`src/rtl/regfile_pkg.sv`:
```
// Shared definitions for the register-file operation sequencer: opcodes, FSM states, widths.
package regfile_pkg;

    localparam int unsigned DATA_W_DEF = 4;
    localparam int unsigned ADDR_W_DEF = 3;

    localparam logic [1:0] OP_READ = 2'b00;
    localparam logic [1:0] OP_MOVE = 2'b01;
    localparam logic [1:0] OP_ADD  = 2'b10;
    localparam logic [1:0] OP_SWAP = 2'b11;

    typedef enum logic [1:0] {
        StIdle,
        StExec,
        StSwap2,
        StResp
    } state_t;

endpackage

```
`src/rtl/regfile_op_sequencer.sv`:
```
// Command-driven master for the dual-port register file: runs READ/MOVE/ADD/SWAP and
// returns one response per command over a valid/ready pair.
module regfile_op_sequencer
    import regfile_pkg::*;
#(
    parameter int unsigned DATA_W = DATA_W_DEF,
    parameter int unsigned ADDR_W = ADDR_W_DEF
) (
    input  logic              clk,
    input  logic              rst,
    input  logic              cmd_valid,
    output logic              cmd_ready,
    input  logic [1:0]        cmd_op,
    input  logic [ADDR_W-1:0] cmd_dst,
    input  logic [ADDR_W-1:0] cmd_src_a,
    input  logic [ADDR_W-1:0] cmd_src_b,
    output logic              rsp_valid,
    input  logic              rsp_ready,
    output logic [DATA_W-1:0] rsp_data,
    output logic              rsp_carry,
    output logic              rf_wr_en,
    output logic [ADDR_W-1:0] rf_wr_addr,
    output logic [DATA_W-1:0] rf_wr_data,
    output logic [ADDR_W-1:0] rf_rd_addr_a,
    output logic [ADDR_W-1:0] rf_rd_addr_b,
    input  logic [DATA_W-1:0] rf_rd_data_a,
    input  logic [DATA_W-1:0] rf_rd_data_b
);

    state_t            state;
    logic [1:0]        op_q;
    logic [ADDR_W-1:0] dst_q;
    logic [ADDR_W-1:0] src_a_q;
    logic [ADDR_W-1:0] src_b_q;
    logic [DATA_W-1:0] temp_q;
    logic [DATA_W-1:0] rsp_data_q;
    logic              rsp_carry_q;

    // One extra bit so the carry-out falls out of the same addition.
    logic [DATA_W:0]   add_full;

    assign add_full = {1'b0, rf_rd_data_a} + {1'b0, rf_rd_data_b};

    assign cmd_ready    = (state == StIdle);
    assign rsp_valid    = (state == StResp);
    assign rsp_data     = rsp_data_q;
    assign rsp_carry    = rsp_carry_q;
    assign rf_rd_addr_a = src_a_q;
    assign rf_rd_addr_b = src_b_q;

    always_ff @(posedge clk or posedge rst) begin
        if (rst) begin
            state       <= StIdle;
            op_q        <= OP_READ;
            dst_q       <= '0;
            src_a_q     <= '0;
            src_b_q     <= '0;
            temp_q      <= '0;
            rsp_data_q  <= '0;
            rsp_carry_q <= 1'b0;
        end else begin
            case (state)
                StIdle: begin
                    if (cmd_valid) begin
                        op_q    <= cmd_op;
                        dst_q   <= cmd_dst;
                        src_a_q <= cmd_src_a;
                        src_b_q <= cmd_src_b;
                        state   <= StExec;
                    end
                end
                StExec: begin
                    rsp_carry_q <= 1'b0;
                    state       <= StResp;
                    case (op_q)
                        OP_ADD: begin
                            rsp_data_q  <= add_full[DATA_W-1:0];
                            rsp_carry_q <= add_full[DATA_W];
                        end
                        OP_SWAP: begin
                            // src_a takes B now; the old A is held for the second write.
                            temp_q     <= rf_rd_data_a;
                            rsp_data_q <= rf_rd_data_b;
                            state      <= StSwap2;
                        end
                        default: begin
                            rsp_data_q <= rf_rd_data_a;
                        end
                    endcase
                end
                StSwap2: begin
                    state <= StResp;
                end
                StResp: begin
                    if (rsp_ready) begin
                        state <= StIdle;
                    end
                end
                default: begin
                    state <= StIdle;
                end
            endcase
        end
    end

    always_comb begin
        rf_wr_en   = 1'b0;
        rf_wr_addr = dst_q;
        rf_wr_data = '0;
        case (state)
            StExec: begin
                rf_wr_en = (op_q != OP_READ);
                case (op_q)
                    OP_ADD: begin
                        rf_wr_data = add_full[DATA_W-1:0];
                    end
                    OP_SWAP: begin
                        rf_wr_addr = src_a_q;
                        rf_wr_data = rf_rd_data_b;
                    end
                    default: begin
                        rf_wr_data = rf_rd_data_a;
                    end
                endcase
            end
            StSwap2: begin
                rf_wr_en   = 1'b1;
                rf_wr_addr = src_b_q;
                rf_wr_data = temp_q;
            end
            default: begin
            end
        endcase
    end

endmodule

```
`config.mk`:
```
export PLATFORM = sky130hd
export DESIGN_NAME = regfile_op_sequencer
export DESIGN_NICKNAME = d
export VERILOG_FILES = /design/src/rtl/regfile_pkg.sv /design/src/rtl/regfile_op_sequencer.sv
export SDC_FILE = /design/constraint.sdc
export NUM_CORES = 1
export LEC_CHECK = 0
export CAP_MARGIN = 20
export CORE_MARGIN = 2
export CORE_UTILIZATION = 45
export DETAILED_ROUTE_END_ITERATION = 6
export PLACE_DENSITY = 0.92
export SKIP_LAST_GASP = 1
export SYNTH_ARGS = -nofsm -noshare
export SYNTH_HDL_FRONTEND = slang
export SYNTH_SLANG_ARGS = --single-unit
```
`constraint.sdc`:
```
create_clock -name clk -period 2.55 [get_ports clk]
set_input_delay 0.51 -clock clk [delete_from_list [all_inputs] [get_ports clk]]
set_output_delay 0.51 -clock clk [all_outputs]
set_load 0.005 [all_outputs]
```
==> results summary <==
The total power of the final layout is 2330 uW. After filler insertion, the fill cell instance count of the layout stands at 195. The number of antenna violations at the first check in global routing is 0.

Counting the buffers created by CTS gives 3. The global-route track usage on met1 came out at 24.7%. The startpoint identified for the worst register-to-register timing path is op_q[0]. Static timing analysis puts the maximum clock frequency at 0.402 GHz.

Measured along the x axis, the die boundary spans 57.3 um. The cell count after synthesis came out at 117. The total core area is 2730 sq um. The routing layer with the top usage in global route is met2. In this run, the clock network consumes 8.3% of the power. The number of nets produced by synthesis came out at 149. The hold-fix buffer count after cts is 0. The combinational family with the most area after synthesis is multiplexers. The routed design has 3.23 mm of wire.

The portion of synthesized area spent on multiplexers is 17.4%. Of the available clock period, the critical path in the final layout requires 97.6%. The critical path arrival is 1980 ps. The combinational share of power came out at 62.3%. The worst-case headroom to the max-slew limit came out at 44.5%. CTS built an H-tree with a depth of 1. Of the total power, registers draw 29.4%. At the pin with the least slew margin, the transition time is 831 ps. The largest net degree at the start of global routing came out at 23. The setup path with the least slack is of type primary input to output pin.

The largest driver fanout on the critical path is 3. The average routed wire per standard cell is 15.8 um. The library cells used most frequently in the layout, excluding fill and tap cells, are sky130_fd_sc_hd__clkdlybuf4s50_1, sky130_fd_sc_hd__dfrtp_1, sky130_fd_sc_hd__mux2_2. The total I/O pin count came out at 44.

The global placer's final weighted congestion came out at 0.848. The cell sitting at the root of the clock tree is a sky130_fd_sc_hd__clkbuf_4. The share of layout cells above drive strength 1 came out at 31.8%. The endpoint required time on the critical path came out at 2040 ps. STA classifies the critical path endpoint as an output pin. The final setup violation count came out at 0. The post-synthesis sequential area ratio is 43.1%. The later-pin clock latency in the skew report is 310 ps. Yosys attributes the largest share of cell area to sky130_fd_sc_hd__dfrtp_1, sky130_fd_sc_hd__mux2_2, sky130_fd_sc_hd__ha_1, sky130_fd_sc_hd__a21oi_1, sky130_fd_sc_hd__a21o_1.

In this run the most critical hold path is launched from rsp_carry. The per-cell via count in the routed design came out at 5.52. The final antenna diode count came out at 0.

STA classifies the critical path startpoint as a primary input. The count of cell types in the netlist is 30. The worst ir drop on vdd is 1070 uV. The HPWL after detailed placement is 2.34 mm.

The clock-pin transition on the worst setup and hold timing paths is 110 ps. The fraction of the mapped netlist area in simple logic gates is 7.93%. The signal on the critical path passes through clkdlybuf4s50_1 -> ha_4 -> xor2_1 -> a222oi_1 -> o21ai_1 -> buf_2. The capture instance of the worst register-to-register path is rsp_data[1]. The tool flagged a number of max-cap violations equal to 0. The initialized floorplan defines 19 standard-cell rows. The endpoint of the worst hold-timing path is rsp_carry. The first-pass GRT wire length came out at 5.44 mm.

The cell accounting for the most synthesized area is sky130_fd_sc_hd__dfrtp_1. The flow ran to the end, and the final reports show no timing, DRC or antenna violations. The worst register-to-register path has a depth of 5.

Setup repair after global routing could not meet its margin everywhere. The average footprint of a synthesized cell came out at 10.9 sq um. The final net count came out at 206. The global router's overall resource usage is 21.1%. The total clock sinks came out at 22. The final count of pins violating max slew is 0. TritonCTS built the clock tree. The internal cell power is 1470 uW. The count of buffer and inverter cells on the critical path came out at 2. The compound-gate portion of the synthesized area is 15.9%. Summed over all nets, the switching power comes to 860 uW.

During placement, the flow inserted port buffers numbering 43. The count of yosys warnings during synthesis is 0. On the final layout, the worst clock skew is 8.01 ps. On the critical path the largest part of the delay comes from buffers and inverters. Among all stages on the critical path, the largest delay is contributed by sky130_fd_sc_hd__clkdlybuf4s50_1.

The switching fraction of total power came out at 36.9%. In the routed design, unresolved DRC markers number 0. The adder-cell share of the synthesized area came out at 9.39%. The area enclosed by the die boundary is 3280 sq um. The library cell used most frequently in the layout, excluding fill and tap cells, is sky130_fd_sc_hd__clkdlybuf4s50_1. The post-synthesis share of cell area spent on xor and xnor gates is 1.37%. Counting along the longest clock path gives a buffer depth of 2. The number of nets with antenna violations after detailed routing came out at 0.

From bottom edge to top edge, the die measures 57.3 um. In this run the register-to-register setup slack is 1010 ps. The total standard cell area after synthesis is 1280 sq um. The total congestion overflow after global routing came out at 0. The met2 global-route usage came out at 39.1%.

The share of Yosys cell area claimed by the top area cell type is 43.1%. Dividing total power by cell area gives a power density of 1220 nW/um^2. The area growth from synthesis to layout is 49.0%. The total number of vias came out at 1127. The starting utilization of the core area is 46.8%. The global routing met3 resource utilization came out at 3.63%.

The detailed router finished its first iteration with 36 violations. Cells fill 69.7% of the core in the end. The number of global-route vias before repair is 1255.

The min-delay analysis places its worst path in the category flop to flop. The biggest cell delay along the critical path came out at 540 ps. The pre-antenna-repair detailed-routing pass consisted of 4 iterations.

In this run the static leakage power is 0.000891 uW. The smallest clock period supported by the final layout is computed as 2490 ps. The flip-flop and latch count after synthesis is 22.

The hold-critical path depth is 1. The final-report hold violation count was 0.
[stage by stage]
stage                     area, sq um  hold WS (ps)  worst slack (ps)  setup TNS, ps  std cells
final                            1910           517              61.7              0        204
after detailed placement         1770           493              -586          -1760        194
after global routing             1910           543             -60.8          -64.0        204
after floorplan                  1280           471               409              0        117
after CTS                        1880           524             -61.8          -61.8        202
after global placement           1770           482              -531          -1620        194
[state kept, by name (all words and copies together) (netlist names)]
register,count
rsp_carry,1
op_q,2
rf_rd_addr_a,3
temp_q,4
state,2
dst_q,3
rf_rd_addr_b,3
rsp_data,4
[synth_stat cells]
library cell	number
sky130_fd_sc_hd__o21ai_0	4
sky130_fd_sc_hd__a22o_1	1
sky130_fd_sc_hd__a31o_2	2
sky130_fd_sc_hd__a2111oi_0	1
sky130_fd_sc_hd__nand2_1	7
sky130_fd_sc_hd__a21o_1	4
sky130_fd_sc_hd__a32o_1	1
sky130_fd_sc_hd__o221ai_1	2
sky130_fd_sc_hd__o22ai_1	1
sky130_fd_sc_hd__fa_1	1
sky130_fd_sc_hd__a222oi_1	1
sky130_fd_sc_hd__and3_1	2
sky130_fd_sc_hd__a22oi_1	3
sky130_fd_sc_hd__mux2_2	18
sky130_fd_sc_hd__o21a_1	1
sky130_fd_sc_hd__nor2_1	7
sky130_fd_sc_hd__ha_1	8
sky130_fd_sc_hd__buf_2	3
sky130_fd_sc_hd__buf_4	1
sky130_fd_sc_hd__and2_4	1
sky130_fd_sc_hd__inv_1	8
sky130_fd_sc_hd__mux2i_1	2
sky130_fd_sc_hd__buf_6	1
sky130_fd_sc_hd__xor2_1	2
sky130_fd_sc_hd__dfrtp_1	22
sky130_fd_sc_hd__o2bb2ai_1	1
sky130_fd_sc_hd__and3_2	1
sky130_fd_sc_hd__nand3_1	4
sky130_fd_sc_hd__a21oi_1	6
sky130_fd_sc_hd__o21ai_1	1
[worst max-delay path by stage]
stage                               start       endpoint  slack, ps  cells after the start
final                     rf_rd_data_a[2]  rf_wr_data[2]         60                      6
after global placement    rf_rd_data_a[0]  rf_wr_data[1]       -530                      7
after floorplan           rf_rd_data_a[0]  rf_wr_data[2]        410                      5
after detailed placement  rf_rd_data_a[0]  rf_wr_data[1]       -590                      7
after global routing      rf_rd_data_a[2]  rf_wr_data[2]        -60                      6
after CTS                 rf_rd_data_b[0]  rf_wr_data[1]        -60                      7
[power groups by stage]
stage	sequential (uW)	combinational (uW)	clock, uW
final	685	1450	193
after global routing	708	1600	210
after CTS	682	1460	194
after detailed placement	691	1360	0
after global placement	679	1310	0
after floorplan	633	764	0
[repair_timing]
action                                  CTS  global route
hold endpoints to repair                  0             0
resized for setup                        26            10
endpoints found under the setup margin    8             6
setup buffers                             4             2
gates cloned                              0             0
pin swaps                                 7             6
[cell families after synthesis]
| logic type | after synthesis |
|---|---|
| AND/OR/NAND/NOR | 22 |
| flip-flops | 22 |
| adder cells (fa/ha/maj) | 9 |
| AO/OA/AOI/OAI | 29 |
| buffers and inverters | 13 |
| XOR/XNOR | 2 |
| multiplexers | 20 |
[routing by layer]
metal  vias to the layer above  share of wire (%)
met5                         -                  0
met4                         0                1.9
met3                         8                5.9
met2                        44                 50
met1                       538                 42
li1                        537                  -
[final cells by class]
type	instances	area [sq um]	area share, %
multi-input cells	82	721	37.8
clock buffers	4	36.3	1.90
flip-flops and latches	22	552	29.0
inverters	8	30.0	1.58
well taps	31	38.8	2.04
repair buffers	57	528	27.7
No activity file was read; power rests on OpenSTA's default activity.
